**config.mk**
```make
export PLATFORM = sky130hd
export DESIGN_NAME = reg_cmd_assembler_flat
export DESIGN_NICKNAME = d
export VERILOG_FILES = /design/src/rtl/reg_cmd_assembler_if.sv /design/src/rtl/reg_cmd_assembler.sv /design/src/flat_wrapper.sv
export SDC_FILE = /design/constraint.sdc
export NUM_CORES = 1
export LEC_CHECK = 0
export ABC_CLOCK_PERIOD_IN_PS = 5600
export BUFFER_PORTS_ARGS = -buffer_cell sky130_fd_sc_hd__buf_2
export CAP_MARGIN = 10
export CORE_MARGIN = 2
export CORE_UTILIZATION = 60
export DETAILED_ROUTE_END_ITERATION = 6
export HOLD_SLACK_MARGIN = 0.03
export PLACE_DENSITY = 0.92
export SLEW_MARGIN = 40
export SYNTH_ARGS = -nofsm -noshare
export SYNTH_HDL_FRONTEND = slang
export SYNTH_SLANG_ARGS = --single-unit
```
**constraint.sdc**
```tcl
create_clock -name sysClk -period 5.6 [get_ports sysClk]
set_input_delay 0.56 -clock sysClk [delete_from_list [all_inputs] [get_ports sysClk]]
set_output_delay 0.56 -clock sysClk [all_outputs]
set_load 0.02 [all_outputs]
```
**src/rtl/reg_cmd_assembler_if.sv**
```systemverilog
`default_nettype none
// ============================================================================
// Module   : reg_cmd_assembler_if
// Brief    : Byte-stream input and register-command output bundle for
//            reg_cmd_assembler. The master drives the SPI byte side, the
//            slave (the assembler) drives the command and status side.
// Revision : 1.0  initial release
// ============================================================================
interface reg_cmd_assembler_if;
  logic        spi_cs_n;
  logic [7:0]  rx_byte;
  logic        rx_byte_valid;
  logic [7:0]  reg_addr;
  logic [16:0] reg_data;
  logic        reg_input_valid;
  logic        frame_err;
  logic [1:0]  err_code;
  logic        busy;

  modport master (
    output spi_cs_n, rx_byte, rx_byte_valid,
    input  reg_addr, reg_data, reg_input_valid, frame_err, err_code, busy
  );

  modport slave (
    input  spi_cs_n, rx_byte, rx_byte_valid,
    output reg_addr, reg_data, reg_input_valid, frame_err, err_code, busy
  );
endinterface
`default_nettype wire

```
**src/rtl/reg_cmd_assembler.sv**
```systemverilog
`default_nettype none
// ============================================================================
// Module   : reg_cmd_assembler
// Brief    : Frames SPI receiver bytes into register commands (addr, 17-bit
//            data) with frame-length, inter-byte gap and optional checksum
//            validation. One single-cycle command pulse per good frame.
// Build    : define REG_CMD_CHECKSUM_EN for 5-byte frames whose last byte is
//            the XOR of bytes 0..3; undefined gives 4-byte frames.
// Revision : 1.0  initial release
// ============================================================================
module reg_cmd_assembler #(
  parameter int TIMEOUT_CYCLES = 4095
) (
  input wire                 sysClk,
  input wire                 sysRstN,
  reg_cmd_assembler_if.slave bus
);

`ifdef REG_CMD_CHECKSUM_EN
  typedef enum logic [2:0] {
    S_ADDR  = 3'd0,
    S_DLO   = 3'd1,
    S_DHI   = 3'd2,
    S_FLG   = 3'd3,
    S_CHK   = 3'd4,
    S_DRAIN = 3'd5
  } state_t;
`else
  typedef enum logic [2:0] {
    S_ADDR  = 3'd0,
    S_DLO   = 3'd1,
    S_DHI   = 3'd2,
    S_FLG   = 3'd3,
    S_DRAIN = 3'd5
  } state_t;
`endif

  localparam logic [11:0] TIMEOUT_VAL = 12'(TIMEOUT_CYCLES);

  state_t      state_q;
  logic [11:0] gap_q;
  logic [7:0]  addr_sh_q;
  logic [7:0]  data_lo_q;
  logic [7:0]  data_hi_q;
`ifdef REG_CMD_CHECKSUM_EN
  logic [7:0]  flags_q;
`endif
  logic [7:0]  reg_addr_q;
  logic [16:0] reg_data_q;
  logic        reg_valid_q;
  logic        frame_err_q;
  logic [1:0]  err_code_q;

  logic        accept;
  logic [11:0] gap_inc;

  assign accept  = bus.rx_byte_valid & ~bus.spi_cs_n;
  // Saturating next gap count; the frame is abandoned when this hits the limit.
  assign gap_inc = (gap_q == TIMEOUT_VAL) ? gap_q : gap_q + 12'd1;

  // Frame sequencer: byte capture, validation and registered command/status outputs.
  always_ff @(posedge sysClk or negedge sysRstN) begin
    if (!sysRstN) begin
      state_q     <= S_ADDR;
      gap_q       <= '0;
      addr_sh_q   <= '0;
      data_lo_q   <= '0;
      data_hi_q   <= '0;
`ifdef REG_CMD_CHECKSUM_EN
      flags_q     <= '0;
`endif
      reg_addr_q  <= '0;
      reg_data_q  <= '0;
      reg_valid_q <= 1'b0;
      frame_err_q <= 1'b0;
      err_code_q  <= 2'b00;
    end else begin
      reg_valid_q <= 1'b0;
      frame_err_q <= 1'b0;
      case (state_q)
        S_ADDR: begin
          if (accept) begin
            addr_sh_q <= bus.rx_byte;
            gap_q     <= '0;
            state_q   <= S_DLO;
          end
        end
        S_DRAIN: begin
          if (bus.spi_cs_n) state_q <= S_ADDR;
        end
        // Mid-frame states. Chip-select release takes priority over a
        // coinciding timeout: the frame is reported short.
        default: begin
          if (bus.spi_cs_n) begin
            frame_err_q <= 1'b1;
            err_code_q  <= 2'b01;
            gap_q       <= '0;
            state_q     <= S_ADDR;
          end else if (bus.rx_byte_valid) begin
            // An accepted byte always beats a timeout in the same cycle.
            gap_q <= '0;
            case (state_q)
              S_DLO: begin
                data_lo_q <= bus.rx_byte;
                state_q   <= S_DHI;
              end
              S_DHI: begin
                data_hi_q <= bus.rx_byte;
                state_q   <= S_FLG;
              end
`ifdef REG_CMD_CHECKSUM_EN
              S_FLG: begin
                flags_q <= bus.rx_byte;
                state_q <= S_CHK;
              end
              S_CHK: begin
                state_q <= S_DRAIN;
                if ((addr_sh_q ^ data_lo_q ^ data_hi_q ^ flags_q) == bus.rx_byte) begin
                  reg_addr_q  <= addr_sh_q;
                  reg_data_q  <= {flags_q[0], data_hi_q, data_lo_q};
                  reg_valid_q <= 1'b1;
                end else begin
                  frame_err_q <= 1'b1;
                  err_code_q  <= 2'b11;
                end
              end
`else
              S_FLG: begin
                reg_addr_q  <= addr_sh_q;
                reg_data_q  <= {bus.rx_byte[0], data_hi_q, data_lo_q};
                reg_valid_q <= 1'b1;
                state_q     <= S_DRAIN;
              end
`endif
              default: state_q <= S_ADDR;
            endcase
          end else begin
            gap_q <= gap_inc;
            if (gap_inc == TIMEOUT_VAL) begin
              frame_err_q <= 1'b1;
              err_code_q  <= 2'b10;
              state_q     <= S_DRAIN;
            end
          end
        end
      endcase
    end
  end

  assign bus.reg_addr        = reg_addr_q;
  assign bus.reg_data        = reg_data_q;
  assign bus.reg_input_valid = reg_valid_q;
  assign bus.frame_err       = frame_err_q;
  assign bus.err_code        = err_code_q;
  assign bus.busy            = (state_q != S_ADDR);

endmodule
`default_nettype wire

```
**src/flat_wrapper.sv**
```systemverilog
// flat-port wrapper written by rule: the top's interface ports become plain ports
module reg_cmd_assembler_flat 
#(
  parameter int TIMEOUT_CYCLES = 4095
)
  (sysClk, sysRstN, bus_spi_cs_n, bus_rx_byte, bus_rx_byte_valid, bus_reg_addr, bus_reg_data, bus_reg_input_valid, bus_frame_err, bus_err_code, bus_busy);
  reg_cmd_assembler_if bus_i ();
  input wire sysClk;
  input wire sysRstN;
  input wire logic [$bits(bus_i.spi_cs_n)-1:0] bus_spi_cs_n;
  input wire logic [$bits(bus_i.rx_byte)-1:0] bus_rx_byte;
  input wire logic [$bits(bus_i.rx_byte_valid)-1:0] bus_rx_byte_valid;
  output wire logic [$bits(bus_i.reg_addr)-1:0] bus_reg_addr;
  output wire logic [$bits(bus_i.reg_data)-1:0] bus_reg_data;
  output wire logic [$bits(bus_i.reg_input_valid)-1:0] bus_reg_input_valid;
  output wire logic [$bits(bus_i.frame_err)-1:0] bus_frame_err;
  output wire logic [$bits(bus_i.err_code)-1:0] bus_err_code;
  output wire logic [$bits(bus_i.busy)-1:0] bus_busy;
  assign bus_i.spi_cs_n = bus_spi_cs_n;
  assign bus_i.rx_byte = bus_rx_byte;
  assign bus_i.rx_byte_valid = bus_rx_byte_valid;
  assign bus_reg_addr = bus_i.reg_addr;
  assign bus_reg_data = bus_i.reg_data;
  assign bus_reg_input_valid = bus_i.reg_input_valid;
  assign bus_frame_err = bus_i.frame_err;
  assign bus_err_code = bus_i.err_code;
  assign bus_busy = bus_i.busy;
  reg_cmd_assembler #(.TIMEOUT_CYCLES(TIMEOUT_CYCLES)) u_core (.sysClk(sysClk), .sysRstN(sysRstN), .bus(bus_i));
endmodule
```
# After elaboration in Yosys (flattened, before gate mapping)
# Cells that the tools add are included.
[classes]
magnitude_cmp = 0
add_sub_neg = 1
eq_ne = 9
bitwise_logic = 4
reduce_logical = 12
shifts = 0
n_mux = 23
div_mod_pow = 0
n_mul = 0
[op_table]
columns = ["op", "count"]
rows = [
  ["2-to-1 mux 12 bit", 4],
  ["== test 12 bit (second input constant)", 2],
  ["case mux 12 bit (2 select lines)", 1],
  ["2-to-1 mux 3 bit", 5],
  ["adder 12 x 1 -> 12 bit (second input constant)", 1],
  ["AND reduction 4 bit", 3],
  ["case mux 3 bit (3 select lines)", 1],
  ["2-to-1 mux 1 bit", 8],
  ["== test 3 x 2 -> 1 bit (second input constant)", 2],
  ["2-to-1 mux 2 bit", 3],
  ["case mux 3 bit (2 select lines)", 1],
  ["AND reduction 3 bit", 2],
  ["!= test 2 bit (second input constant)", 2],
  ["AND reduction 2 bit", 2],
  ["nonzero test 4 bit", 1],
  ["== test 3 x 1 -> 1 bit (second input constant)", 1],
  ["== test 3 bit (second input constant)", 1],
  ["logical NOT 3 bit", 1],
  ["inverter 1 bit", 3],
  ["nonzero test 3 bit", 1],
  ["!= test 2 x 1 -> 1 bit (second input constant)", 1],
  ["nonzero test 2 bit", 1],
  ["OR reduction 2 bit", 1],
  ["AND 1 bit", 1],
]
[totals]
reg_bits = 68
memories = 0
latch_bits = 0
mem_bits_rw = 0
romBits = 0
out_inout_bits = 30
in_bits = 12
wordCells = 59

# Depth between registers and ports, before layout
[depth]
word_depth = 7
ltp_mapped = 8
ltp_nobuf = 7

# Least setup slack after synthesis
# No wires, ideal clock.
[synth_path]
path_type = "reg-to-reg"
from = "reg u_core.gap_q[0]"
to = "reg u_core.state_q[1]"
stages_incl_launch_ff = 8
t_arrival_ns = 1.800
required_time_ns = 5.474
path_slack_ns = 3.674
period_less_slack_ns = 1.926
path_buffers = 0
setup_time_ns = 0.126
path_cell_list = "dfrtp_1 > ha_1 > nand3_2 > nor3_2 > o221ai_2 > nor3_2 > nand4b_1 > a311o_1"
[synth_via]
elab_chain_len = 5
word_cells_on_any_way = 6
cone_classes = "1 x add/sub; 2 x eq/ne; 1 x mux; 2 x reduce/logical"
[synth_lines]
columns = ["element", "line", "source"]
rows = [
  ["from (decl)", "reg_cmd_assembler.sv:41", "logic [11:0] gap_q;"],
  ["from (signal assigned)", "reg_cmd_assembler.sv:138", "gap_q <= gap_inc;"],
  ["adder 12 x 1 -> 12 bit or == test 12 bit (tied branches)", "reg_cmd_assembler.sv:59", "assign gap_inc = (gap_q == TIMEOUT_VAL) ? gap_q : gap_q + 12'd1;"],
  ["2-to-1 mux 12 bit *", "reg_cmd_assembler.sv:59", ""],
  ["== test 12 bit *", "reg_cmd_assembler.sv:139", "if (gap_inc == TIMEOUT_VAL) begin"],
  ["nonzero test 4 bit (no line) *", "--", ""],
  ["AND reduction 3 bit (no line) *", "--", ""],
  ["to (signal assigned)", "reg_cmd_assembler.sv:64", "state_q <= S_ADDR;"],
  ["to (signal assigned)", "reg_cmd_assembler.sv:135", "default: state_q <= S_ADDR;"],
  ["to (signal assigned)", "reg_cmd_assembler.sv:142", "state_q <= S_DRAIN;"],
  ["to (decl)", "reg_cmd_assembler.sv:40", "state_t state_q;"],
]
# Mark *: on every way between the ends. The rest lies on a longest branch, timed or not.
# A chain may end at the register's enable or synchronous reset.

# Final worst setup path
[layout_path]
from = "in bus_rx_byte_valid"
to = "reg u_core.reg_addr_q[4] (netlist: u_core.bus.reg_addr[4])"
[layout_via]
elab_chain_len = 1
[layout_lines]
columns = ["element", "line", "source"]
rows = [
  ["from (decl)", "flat_wrapper.sv:12", "input wire logic [$bits(bus_i.rx_byte_valid)-1:0] bus_rx_byte_valid;"],
  ["AND reduction 4 bit (no line)", "--", ""],
  ["to (signal assigned)", "reg_cmd_assembler.sv:129", "reg_addr_q <= addr_sh_q;"],
  ["to (decl)", "reg_cmd_assembler.sv:48", "logic [7:0] reg_addr_q;"],
]
# No other way between the ends.

==> impl_metrics.env <==
export IMPL_grt_pass1_vias=2158
export IMPL_cp_start_kind="input port"
export IMPL_setup_viol=0
export IMPL_antenna_found_initial=0
export IMPL_dieArea_mm2=0.00564
export IMPL_dieHeight_um=75.1
export IMPL_slew_headroom_pct=52.1
export IMPL_slew_violations=0
export IMPL_synth_seq_cells=68
export IMPL_wirelength_um=6250
export IMPL_cpMostUsedCell="nand2_1"
export IMPL_cts_reportedPaths_clkPinSlew_ns=0.08
export IMPL_path_cells="buf_2 > nor2b_1 > and3_1 > nand2_2 > clkinv_1 > nand2_1 > nand2_1"
export IMPL_hp_class="input port to async pin"
export IMPL_htreeDepth=3
export IMPL_fin_cells=429
export IMPL_synth_area_mm2=0.00303
export IMPL_num_io_pins=42
export IMPL_start_util_pct=63.4
export IMPL_drive_gt1_share_pct=25.1
export IMPL_cts_buffers=9
export IMPL_fp_coreArea_mm2=0.00479
export IMPL_layout_commonest_cell="nand2_1"
export IMPL_synth_fp_nets=327
export IMPL_cts_resized=0
export IMPL_grt_max_degree=69
export IMPL_fin_skew_ns=0.00851
export IMPL_grt_pass1_wl_um=10300
export IMPL_slowest_delay_ns=0.70
export IMPL_place_inst=413
export IMPL_final_nets=370
export IMPL_power_density_mw_per_mm2=351
export IMPL_timing_final_crit_period_ns=2.31
export IMPL_max_vdd_ir_drop_mv=0.200
export IMPL_synthTopCellsByArea="dfrtp_1 56%, nand2_1 15%, mux2_2 5.9%, o21ai_0 3.0%, a21oi_1 1.5%"
export IMPL_fmax_ghz=0.432
export IMPL_fin_tns_setup_ns=0
export IMPL_cp_slowest_cell="clkinv_1"
export IMPL_endpoint_kind="register"
export IMPL_worstSetupPathType="input port to register"
export IMPL_outcome="finished, final reports clean"
export IMPL_rsz0062_at_grt="no"
export IMPL_clockBufferDepth=2
export IMPL_syn2layout_area_growth_pct=15.3
export IMPL_cts_setup_buffers=0
export IMPL_final_area_mm2=0.00350
export IMPL_cts_tree="done"
export IMPL_drtAntennaViolNets=0
export IMPL_cts_num_sinks=68
export IMPL_die_x_um=75.1
export IMPL_num_rows=25
export IMPL_grt_overflow_total=0
export IMPL_dpl_cell_area_mm2=0.00329
export IMPL_hold_viol=0
export IMPL_required_ns=5.83
export IMPL_fin_crit_sh_pct=41.3
export IMPL_diodes=0
export IMPL_power_leakage_nw=1.77
export IMPL_yosys_area_top_type="dfrtp_1"
export IMPL_tightest_slew_ns=0.716
export IMPL_clk_latency_ns=0.34
export IMPL_io_buffer_count=41
export IMPL_ys_warn_count=0
export IMPL_synth_edf_count=0
export IMPL_ys_flop_type="dfrtp_1"
export IMPL_synthCells=314
export IMPL_num_vias=2384
export IMPL_hpwl_um=4200
export IMPL_crit_fanout=26
export IMPL_critPathArrivalTime_ns=2.54
export IMPL_syn_avg_cell_area_um2=9.66
export IMPL_root_buffer="clkbuf_8"
export IMPL_viasPerCell=5.56
export IMPL_fill_cells=339
export IMPL_final_cell_mix="119 x nand2_1, 68 x dfrtp_1, 41 x buf_2"
export IMPL_yosysTopAreaCellShare_pct=56.1
export IMPL_max_cap_viol_count=0
export IMPL_yosysSeqAreaShare_pct=56.1
export IMPL_synth_distinct_cells=46
export IMPL_gp_congestion=0.841
export IMPL_wl_per_cell_um=14.6
export IMPL_drt_iter0_drc=169
export IMPL_drc=0
export IMPL_grtUsageTotal_pct=24.9
export IMPL_holdBufCountCts=0
export IMPL_async_flop_share_pct=100
export IMPL_drt_pass1_iterations=5
[sequential cells by signal (all words and copies together), names as in the netlist]
| register | count |
|---|---|
| u_core.addr_sh_q | 8 |
| u_core.bus.reg_addr | 8 |
| u_core.gap_q | 12 |
| u_core.bus.frame_err | 1 |
| u_core.bus.err_code | 2 |
| u_core.state_q | 3 |
| u_core.bus.reg_input_valid | 1 |
| u_core.data_hi_q | 8 |
| u_core.data_lo_q | 8 |
| u_core.bus.reg_data | 17 |
[area by class of cell]
class | count | area [µm²] | area share [%]
Timing Repair Buffer | 43 | 224 | 6.40
Sequential cell | 68 | 1700 | 48.7
Clock buffer | 9 | 124 | 3.54
Multi-Input combinational cell | 228 | 1260 | 36.1
Clock inverter | 7 | 76.3 | 2.18
Tap cell | 67 | 83.8 | 2.40
Inverter | 7 | 26.3 | 0.751
[logic make-up (layout without fill, tap and decap cells)]
family                   after synthesis  after routing  share of synthesized area [%]
XOR/XNOR                               3              3                          0.866
flip-flops                            68             68                           56.1
multiplexers                          17             17                           6.27
AND/OR/NAND/NOR                      163            163                           24.5
AO/OA/AOI/OAI                         44             44                           9.40
buffers and inverters                 18             66                           2.52
adder cells (fa/ha/maj)                1              1                          0.412
[critical path: cells and delay by family]
family / cells / cell delay [ns]
buf+inv: 2 / 0.85
simple gates: 5 / 1.13
[metrics by stage]
stage	setup WS, ns	total power [mW]	util, %	hold WS [ns]
floorplan	3.67	0.757	-	0.264
global placement	2.69	0.822	68.7	0.447
detailed placement	2.57	0.836	68.7	0.458
CTS	2.94	1.24	72.9	0.421
global route	3.10	1.29	73.1	0.363
finish	3.29	1.23	73.1	0.307
[layer usage]
metal  track usage (%)  vias up  wire (µm)
met4              14.7        0        189
met1              33.1     1128       2690
met2              37.9       87       3050
met5                 0        -          0
li1                  -     1148          -
met3              5.09       21        313
[synthesized netlist by cell type (2+ instances only)]
master,n
nor3_1,3
a32o_1,2
or2_2,2
a21oi_1,9
nand2b_1,4
a21o_1,2
mux2_2,16
clkbuf_1,4
and3_2,2
nand2_1,120
dfrtp_1,68
and4_1,2
clkinv_1,2
buf_2,6
a22o_1,4
nor2b_1,2
o21ai_0,18
nor2_1,7
nor3_2,3
nand3_2,2
inv_1,5
nand4b_1,2
xnor2_1,2
nand3_1,5
[power breakdown]
part | internal, mW | switching, mW
registers | 0.575 | 0.0518
clock network | 0.207 | 0.190
logic | 0.0819 | 0.121
total | 0.865 | 0.363
[final timing paths]
kind	cells past startpoint	start	endpoint	slack (ns)
worst max-delay path	7	bus_rx_byte_valid	u_core.bus.reg_addr[4]	3.29
worst min-delay path	2	sysRstN	u_core.bus.reg_data[12]	0.31
worst max register to register	7	u_core.gap_q[0]	u_core.state_q[1]	3.32
worst min register to register	2	u_core.bus.reg_data[16]	u_core.bus.reg_data[16]	0.48
max in group asynchronous	2	sysRstN	u_core.addr_sh_q[6]	4.91
min in group sysClk	3	bus_rx_byte[0]	u_core.bus.reg_data[16]	0.45
(Power assumes the default switching activity.)
